File: src/rtl/seg7_scan_decoder.sv
`default_nettype none
`timescale 1ns/1ps
// ============================================================================
// Module      : seg7_scan_decoder
// Description : Receive-side decoder for a time-multiplexed 7-segment bus.
//               Synchronizes the segment pattern and one-hot digit select,
//               waits for a stable run, then decodes the pattern back to a
//               hex nibble and stores it in a per-digit register file.
// Ports       : clk, rst_n       - clock, async active-low reset
//               seg_in[6:0]      - segment pattern, bit6=a .. bit0=g
//               dig_sel[N-1:0]   - one-hot digit select
//               hex_out          - decoded nibbles, digit i at [4i+3:4i]
//               digit_valid      - digit i holds a valid decode
//               upd_pulse        - strobe: legal digit accepted
//               err_pulse        - strobe: illegal digit accepted
//               upd_idx          - index of the accepted digit
//               frame_done       - strobe: all digits accepted since last one
// Revision    : 1.0 - initial release
// ============================================================================
module seg7_scan_decoder #(
    parameter int N_DIGITS      = 4,
    parameter int STABLE_CYCLES = 4,
    localparam int IW           = $clog2(N_DIGITS)
) (
    input  logic                  clk,
    input  logic                  rst_n,
    input  logic [6:0]            seg_in,
    input  logic [N_DIGITS-1:0]   dig_sel,
    output logic [4*N_DIGITS-1:0] hex_out,
    output logic [N_DIGITS-1:0]   digit_valid,
    output logic                  upd_pulse,
    output logic                  err_pulse,
    output logic [IW-1:0]         upd_idx,
    output logic                  frame_done
);

    localparam int                RW         = $clog2(STABLE_CYCLES + 1);
    localparam logic [RW-1:0]     C_STABLE   = RW'(STABLE_CYCLES);
    localparam logic [RW-1:0]     C_RUN_ONE  = RW'(1);
    localparam logic [N_DIGITS-1:0] C_ALL_SEEN = '1;

    localparam logic [0:0] S_TRACK = 1'b0;
    localparam logic [0:0] S_HOLD  = 1'b1;

    // Returns {legal, nibble}
    function automatic logic [4:0] decode_seg(input logic [6:0] seg);
        case (seg)
            7'h7E: decode_seg = 5'h10;
            7'h30: decode_seg = 5'h11;
            7'h6D: decode_seg = 5'h12;
            7'h79: decode_seg = 5'h13;
            7'h33: decode_seg = 5'h14;
            7'h5B: decode_seg = 5'h15;
            7'h5F: decode_seg = 5'h16;
            7'h70: decode_seg = 5'h17;
            7'h7F: decode_seg = 5'h18;
            7'h7B: decode_seg = 5'h19;
            7'h77: decode_seg = 5'h1A;
            7'h1F: decode_seg = 5'h1B;
            7'h4E: decode_seg = 5'h1C;
            7'h3D: decode_seg = 5'h1D;
            7'h4F: decode_seg = 5'h1E;
            7'h47: decode_seg = 5'h1F;
            default: decode_seg = 5'h00;
        endcase
    endfunction

    logic [6:0]            r_seg_s1, r_seg_s2, r_seg_prev;
    logic [N_DIGITS-1:0]   r_sel_s1, r_sel_s2, r_sel_prev;
    logic [RW-1:0]         r_run;
    logic [0:0]            r_state;
    logic [4*N_DIGITS-1:0] r_hex;
    logic [N_DIGITS-1:0]   r_valid;
    logic [N_DIGITS-1:0]   r_seen;
    logic                  r_upd, r_err, r_frame;
    logic [IW-1:0]         r_idx;

    logic                  w_onehot;
    logic                  w_changed;
    logic [RW-1:0]         w_run;
    logic                  w_ready;
    logic                  w_accept;
    logic [0:0]            w_state_next;
    logic [IW-1:0]         w_idx;
    logic [4:0]            w_dec;
    logic [N_DIGITS-1:0]   w_seen_next;

    // Second-stage sample plus a copy of the previous sample for run detection
    always_ff @(posedge clk or negedge rst_n) begin
        if (!rst_n) begin
            r_seg_s1   <= '0;
            r_seg_s2   <= '0;
            r_seg_prev <= '0;
            r_sel_s1   <= '0;
            r_sel_s2   <= '0;
            r_sel_prev <= '0;
        end else begin
            r_seg_s1   <= seg_in;
            r_seg_s2   <= r_seg_s1;
            r_seg_prev <= r_seg_s2;
            r_sel_s1   <= dig_sel;
            r_sel_s2   <= r_sel_s1;
            r_sel_prev <= r_sel_s2;
        end
    end

    assign w_onehot    = (r_sel_s2 != '0) && ((r_sel_s2 & (r_sel_s2 - 1'b1)) == '0);
    assign w_changed   = {r_seg_s2, r_sel_s2} != {r_seg_prev, r_sel_prev};
    assign w_dec       = decode_seg(r_seg_s2);
    assign w_seen_next = r_seen | r_sel_s2;

    // Run length of the current sample, including the current cycle
    always_comb begin
        w_run = '0;
        if (!w_onehot)
            w_run = '0;
        else if (w_changed)
            w_run = C_RUN_ONE;
        else if (r_run >= C_STABLE)
            w_run = C_STABLE;
        else
            w_run = r_run + C_RUN_ONE;
    end

    assign w_ready = w_onehot && (w_run == C_STABLE);

    always_comb begin
        w_idx = '0;
        for (int i = 0; i < N_DIGITS; i++) begin
            if (r_sel_s2[i])
                w_idx = IW'(i);
        end
    end

    always_ff @(posedge clk or negedge rst_n) begin
        if (!rst_n) begin
            r_run   <= '0;
            r_state <= S_TRACK;
        end else begin
            r_run   <= w_run;
            r_state <= w_state_next;
        end
    end

    // A stable digit is accepted once; HOLD waits for the sample to move.
    // The accept-on-change path in HOLD only matters when STABLE_CYCLES=1.
    always_comb begin
        w_state_next = r_state;
        w_accept     = 1'b0;
        case (r_state)
            S_TRACK: begin
                if (w_ready) begin
                    w_accept     = 1'b1;
                    w_state_next = S_HOLD;
                end
            end
            S_HOLD: begin
                if (w_changed && w_ready)
                    w_accept = 1'b1;
                else if (w_changed || !w_onehot)
                    w_state_next = S_TRACK;
            end
            default: w_state_next = S_TRACK;
        endcase
    end

    always_ff @(posedge clk or negedge rst_n) begin
        if (!rst_n) begin
            r_hex   <= '0;
            r_valid <= '0;
            r_seen  <= '0;
            r_upd   <= 1'b0;
            r_err   <= 1'b0;
            r_frame <= 1'b0;
            r_idx   <= '0;
        end else begin
            r_upd   <= 1'b0;
            r_err   <= 1'b0;
            r_frame <= 1'b0;
            if (w_accept) begin
                r_idx <= w_idx;
                if (w_dec[4]) begin
                    r_hex[w_idx*4 +: 4] <= w_dec[3:0];
                    r_valid[w_idx]      <= 1'b1;
                    r_upd               <= 1'b1;
                end else begin
                    r_valid[w_idx] <= 1'b0;
                    r_err          <= 1'b1;
                end
                if (w_seen_next == C_ALL_SEEN) begin
                    r_frame <= 1'b1;
                    r_seen  <= '0;
                end else begin
                    r_seen <= w_seen_next;
                end
            end
        end
    end

    assign hex_out     = r_hex;
    assign digit_valid = r_valid;
    assign upd_pulse   = r_upd;
    assign err_pulse   = r_err;
    assign upd_idx     = r_idx;
    assign frame_done  = r_frame;

endmodule
`default_nettype wire
File: config.mk
export PLATFORM = sky130hd
export DESIGN_NAME = seg7_scan_decoder
export DESIGN_NICKNAME = d
export VERILOG_FILES = /design/src/rtl/seg7_scan_decoder.sv
export SDC_FILE = /design/constraint.sdc
export NUM_CORES = 1
export LEC_CHECK = 0
export BUFFER_PORTS_ARGS = -buffer_cell sky130_fd_sc_hd__buf_4
export CAP_MARGIN = 20
export CORE_UTILIZATION = 31
export CTS_BUF_LIST = sky130_fd_sc_hd__clkbuf_16
export CTS_CLUSTER_DIAMETER = 200
export DETAILED_ROUTE_END_ITERATION = 7
export MAX_ROUTING_LAYER = met4
export PLACE_DENSITY = 0.58
export SLEW_MARGIN = 20
export SYNTH_ARGS = -nofsm -noshare
export SYNTH_HDL_FRONTEND = slang
export SYNTH_SLANG_ARGS = --single-unit
File: constraint.sdc
create_clock -name clk -period 4.6 [get_ports clk]
set_input_delay 1.38 -clock clk [delete_from_list [all_inputs] [get_ports clk]]
set_output_delay 1.38 -clock clk [all_outputs]
set_load 0.02 [all_outputs]
==> results.yml, run 1 <==
synth:
  syn_area_per_cell_um2: 11.8
  post-synth-top-count-cell: "dfrtp_1"
  async_flop_share: 1.00
  yosys-top-cells-count: "dfrtp_1, nand2_1, nor2_1"
  syn_area_um2: 2830
  yosysSeqAreaShare: 0.584
  synth_top_area_cell: "dfrtp_1"
  syn_inst: 240
  ys_ff_latch: 66
  yosys_warnings: 0
  synth_edf_count: 0
  synth.area.top_cells: "dfrtp_1, a22o_1, xnor2_1"
  syn_nets: 259
  synth_cell_types: 53
  synthFlopType: "dfrtp_1"
  yosysTopAreaCellShare: 0.584
sta:
  rsz0062_at_grt: "false"
  tns_ns: 0
  worst_hold_slack_ns: 0.344
  fmax_mhz: 365
  period_share: 0.596
  hold_viol_final: 0
  fin_skew_ns: 0.00375
  drv_slew: 0
  worst_pin_slew_ns: 0.794
  slew_headroom: 0.471
  finalWorstPathRequiredPeriod_ns: 2.74
  setup_viol: 0
placed_design:
  place_inst: 373
  postPlaceCellArea_um2: 3180
  dpl.hpwl_um: 3630
  gp_congestion: 0.726
  port_buffers: 37
power_and_ir_drop:
  cellLeakagePower_nw: 1.62
  ir_worst_vdd_mv: 0.248
  total_power_mw: 1.27
  p_per_area_nw_per_um2: 369
flow_run:
  drv_cap: 0
min_path:
  whs_path_depth: 0
  hp-class: "register to register"
  min_from: "r_seg_s1[5]$_DFF_PN0_"
  hold_path_end: "r_seg_s2[5]$_DFF_PN0_"
clock_network:
  clockBufferDepth: 2
  cts_tree: "built"
  clk_latency_ns: 0.32
  cts_sinks: 66
  h-tree-depth: 3
  clk_pin_slew_ns: 0.05
  cts_setup_buffers: 0
  cts_buffers: 9
  clockRootBuffer: "clkbuf_16"
  cts_hold_buf: 0
  cts_resized: 0
route:
  post-route-drc-count: 0
  drt-pass1-iter-count: 4
  totalWireLength_um: 5240
  avgRoutedWirePerCell_um: 13.5
  vias: 1883
  ant_nets: 0
  avgViaCountPerCell: 4.84
  drt-initial-drc-count: 49
floorplan:
  die_h_um: 97.6
  dieArea_um2: 9520
  core.rowCount: 34
  pin_count: 38
  chipWidth_um: 97.6
  initial_core_util: 0.323
  core_um2: 8760
critical_path:
  crit_path_start_kind: "register"
  worstPathArrival_ns: 2.95
  worstSetupPathType: "register to register"
  endpoint_kind: "register"
  worstPathMaxFanout: 16
  r2r_start: "r_seg_s2[0]$_DFF_PN0_"
  worstPathRequired_ns: 4.81
  reg2reg_depth: 6
  worst-r2r-setup-slack_ns: 1.86
  rr_endpoint: "hex_out[15]$_DFFE_PN0P_"
global_routing:
  gr-total-overflow: 0
  grt_usage: 0.124
  grt_pass1_wl_um: 9090
  grt_max_degree: 67
  antenna_found_initial: 0
  grt_pass1_vias: 1776
final_layout:
  num-fill-cells: 853
  antenna_cells: 0
  drive_gt1_frac: 0.235
  final_nets: 295
  design_area_um2: 3440
  regArea_um2: 1650
  multi_input_area_um2: 1070
  syn_to_final_growth_pct: 21.5
  fin_cells: 389
run_status:
  status: "complete, no violations"
==> worst max-delay path, stage by stage, from the launching register on <==
cell and delay (ns):
dfrtp_1 0.64, xnor2_1 0.18, nand4_1 0.18, a2111oi_4 0.59
and2_1 0.55, nand3_2 0.22, a22o_1 0.27
==> power breakdown <==
part / switching (mW) / internal (mW) / total, mW
Combinational: 0.0370 / 0.0273 / 0.0643
Sequential: 0.0216 / 0.597 / 0.618
Clock: 0.229 / 0.357 / 0.585
==> sequential cells by signal (all words and copies together), names as in the netlist, named ones only <==
signal,flops
hex_out,16
r_seg_prev,7
r_seg_s1,7
r_seg_s2,7
r_seen,4
r_sel_prev,4
r_sel_s1,4
r_sel_s2,4
r_run,3
upd_idx,2
err_pulse,1
frame_done,1
r_state,1
upd_pulse,1
==> area by class of cell <==
cell class,instances,area share
Clock buffer,9,0.0655
Clock inverter,7,0.0106
Inverter,10,0.0109
Multi-Input combinational cell,152,0.313
Sequential cell,66,0.480
Tap cell,108,0.0393
Timing Repair Buffer,37,0.0808
==> how the worst max path moves through the flow <==
stage                          start  slack (ns)  depth (start not counted)                 endpoint
3_5_place_dp   r_sel_s2[2]$_DFF_PN0_        1.82                          6  hex_out[13]$_DFFE_PN0P_
6_report       r_seg_s2[0]$_DFF_PN0_        1.86                          6  hex_out[15]$_DFFE_PN0P_
2_1_floorplan  r_sel_s2[3]$_DFF_PN0_        2.44                          8  hex_out[13]$_DFFE_PN0P_
4_1_cts        r_sel_s2[2]$_DFF_PN0_        1.82                          6  hex_out[13]$_DFFE_PN0P_
3_3_place_gp   r_sel_s2[2]$_DFF_PN0_        1.87                          6  hex_out[14]$_DFFE_PN0P_
5_1_grt        r_seg_s2[2]$_DFF_PN0_        1.63                          6  hex_out[13]$_DFFE_PN0P_
==> cell families after synthesis <==
group,count (synthesis),share of synthesized area
buffers and inverters,22,0.0367
adder cells (fa/ha/maj),6,0.0265
XOR/XNOR,14,0.0433
AO/OA/AOI/OAI,51,0.135
flip-flops,66,0.584
AND/OR/NAND/NOR,81,0.175
==> cell usage in the layout, fill, tap and decap left out, drive strengths merged, types with 2 or more instances in the layout <==
cell type | Yosys | routed
a21o | 4 | 4
a21oi | 10 | 10
a22o | 11 | 11
a31oi | 3 | 3
and2 | 6 | 6
and3 | 3 | 3
and4 | 2 | 2
buf | 5 | 37
clkbuf | 7 | 9
clkinv | 0 | 6
dfrtp | 66 | 66
ha | 6 | 6
inv | 10 | 10
nand2 | 18 | 18
nand2b | 3 | 3
nand3 | 13 | 13
nand4 | 5 | 5
nand4b | 2 | 2
nor2 | 14 | 14
nor2b | 2 | 2
nor3 | 2 | 2
nor3b | 2 | 2
nor4 | 2 | 2
o21a | 2 | 2
o21ai | 9 | 9
o22ai | 2 | 2
xnor2 | 11 | 11
xor2 | 3 | 3
==> metrics by stage <==
step / setup WS [ns] / utilization
after detailed placement: 1.82 / 0.363
after CTS: 1.82 / 0.392
final: 1.86 / 0.392
after floorplan: 2.44 / -
after global routing: 1.63 / 0.392
after global placement: 1.87 / 0.363
==> layer usage <==
layer | GRT usage | wire length, um
met1 | 0.169 | 2630
met2 | 0.176 | 2320
met3 | 0.0381 | 233
met4 | 0.0441 | 62
met5 | - | 0
Note: power is estimated with default switching activity, not from simulation.
==> inputs of run 2 (changes only) <==
--- a/config.mk
+++ b/config.mk
@@ -12,7 +12,7 @@
 export CTS_CLUSTER_DIAMETER = 200
 export DETAILED_ROUTE_END_ITERATION = 7
 export MAX_ROUTING_LAYER = met4
-export PLACE_DENSITY = 0.58
+export PLACE_DENSITY = 0.6
 export SLEW_MARGIN = 20
 export SYNTH_ARGS = -nofsm -noshare
 export SYNTH_HDL_FRONTEND = slang
==> constraint.sdc (replaced) <==
create_clock -name clk -period 2.5 [get_ports clk]
set_input_delay 0.75 -clock clk [delete_from_list [all_inputs] [get_ports clk]]
set_output_delay 0.75 -clock clk [all_outputs]
set_load 0.02 [all_outputs]
==> run 2 against run 1 <==
Net effect: via count increased by 4.1%; cell count increased by 3.9%; register-to-register slack got worse by 1.6 ns.
==> results.yml, run 2 (same netlist as run 1, synthesis figures left out) <==
placed_design:
  port_buffers: 37
  place_ws_ns: 0.135
  gp_congestion: 0.750
  dpl.hpwl_um: 4050
critical_path:
  r2r_start: "r_seg_s2[6]$_DFF_PN0_"
  worstPathMaxFanout: 7
  rr_endpoint: "hex_out[13]$_DFFE_PN0P_"
  endpoint_kind: "register"
  worstPathRequired_ns: 2.71
  worstSetupPathType: "register to register"
  crit_path_start_kind: "register"
  worst-r2r-setup-slack_ns: 0.29
  reg2reg_depth: 6
  worstPathArrival_ns: 2.42
clock_network:
  clockRootBuffer: "clkbuf_16"
  clk_pin_slew_ns: 0.06
  clk_latency_ns: 0.33
  clockBufferDepth: 2
  cts_tree: "built"
  cts_buffers: 9
  cts_setup_buffers: 0
  cts_sinks: 66
  cts_hold_buf: 0
  h-tree-depth: 3
sta:
  fin_ws_ns: 0.294
  period_share: 0.882
  fin_skew_ns: 0.00754
  fmax_mhz: 453
  setup_viol: 0
  drv_slew: 0
  tns_ns: 0
  hold_viol_final: 0
  finalWorstPathRequiredPeriod_ns: 2.21
  rsz0062_at_grt: "false"
  slew_headroom: 0.655
  worst_pin_slew_ns: 0.511
flow_run:
  drv_cap: 0
route:
  totalWireLength_um: 5740
  ant_nets: 0
  avgViaCountPerCell: 4.85
  post-route-drc-count: 0
  drt-initial-drc-count: 137
  avgRoutedWirePerCell_um: 14.2
  drt-pass1-iter-count: 4
  vias: 1960
floorplan:
  chipWidth_um: 97.6
  dieArea_um2: 9520
  die_h_um: 97.6
  pin_count: 38
  initial_core_util: 0.323
  core.rowCount: 34
  core_um2: 8760
power_and_ir_drop:
  cellLeakagePower_nw: 1.73
  ir_worst_vdd_mv: 0.710
  p_per_area_nw_per_um2: 718
final_layout:
  most-common-layout-cells: "dfrtp_1, buf_4, nand2_1"
  antenna_cells: 0
  final_nets: 310
  layout_commonest_cell: "dfrtp_1"
  drive_gt1_frac: 0.277
  num-fill-cells: 827
  syn_to_final_growth_pct: 28.1
  largest_reg_flops: 16
global_routing:
  antenna_found_initial: 0
  grt_pass1_vias: 1905
  gr-total-overflow: 0
  grt_usage: 0.135
  grt_pass1_wl_um: 9580
  grt_max_degree: 35
min_path:
  whs_path_depth: 0
  hold_path_end: "r_seg_s2[2]$_DFF_PN0_"
  min_from: "r_seg_s1[2]$_DFF_PN0_"
  hp-class: "register to register"
run_status:
  status: "complete, no violations"
==> run 2: changes by cell type in the layout (fill, tap and decap cells not counted), sizes merged <==
| cell | before | now |
|---|---|---|
| bufinv | 0 | 2 |
| clkinv | 6 | 2 |
| inv | 10 | 12 |
| buf | 37 | 52 |
==> run 2: worst max-delay path, stage by stage, from the launching register on <==
cell and delay, ns:
dfrtp_1 0.44, or4b_2 0.73, a21oi_1 0.14, o21ai_0 0.11, nand3_2 0.22, nand3_2 0.19, a22o_1 0.27
==> run 2: how the worst max path moves through the flow <==
stage / startpoint / cells after the start / slack (ns) / end
4_1_cts: r_seg_s2[6]$_DFF_PN0_ / 6 / 0.11 / hex_out[13]$_DFFE_PN0P_
3_3_place_gp: r_seg_s2[6]$_DFF_PN0_ / 6 / 0.16 / hex_out[13]$_DFFE_PN0P_
2_1_floorplan: r_sel_s2[3]$_DFF_PN0_ / 8 / 0.34 / hex_out[13]$_DFFE_PN0P_
5_1_grt: r_sel_s2[3]$_DFF_PN0_ / 7 / 0.11 / hex_out[2]$_DFFE_PN0P_
3_5_place_dp: r_seg_s2[6]$_DFF_PN0_ / 6 / 0.13 / hex_out[13]$_DFFE_PN0P_
6_report: r_seg_s2[6]$_DFF_PN0_ / 6 / 0.29 / hex_out[13]$_DFFE_PN0P_
==> run 2: final cells by class <==
class / instances / area, um2 / share of cell area
Tap cell: 108 / 135 / 0.0373
Timing Repair Buffer: 52 / 403 / 0.111
Inverter: 10 / 37.5 / 0.0104
Clock buffer: 9 / 225 / 0.0621
Clock inverter: 7 / 93.8 / 0.0259
Sequential cell: 66 / 1650 / 0.455
Multi-Input combinational cell: 152 / 1080 / 0.298
==> run 2: per-stage QoR <==
step	cell area (um2)	power, mW	cells	utilization	hold WS (ns)
5_1_grt	3630	2.71	404	0.414	0.348
2_1_floorplan	2830	1.22	240	-	0.331
3_3_place_gp	3300	1.29	388	0.377	0.332
6_report	3630	2.61	404	0.414	0.341
3_5_place_dp	3300	1.29	388	0.377	0.335
4_1_cts	3620	2.64	404	0.413	0.341
==> run 2: where the power goes <==
part,internal (mW),total [mW],switching [mW]
logic,0.0633,0.151,0.0878
registers,1.10,1.12,0.0251
clock network,0.871,1.33,0.460
==> run 2: repair_timing <==
action / 4_1_cts / 5_1_grt
endpoints found under the setup margin: 0 / 3
hold endpoints to repair: 0 / 0
gates resized for setup: 0 / 1
==> run 2: per-layer routing <==
layer  vias up  track usage  routed length [um]
met4         0       0.0554                  87
met3        11       0.0446                 237
met5         -            -                   0
met2        52        0.196                2680
met1       947        0.173                2730
li1        950            -                   -
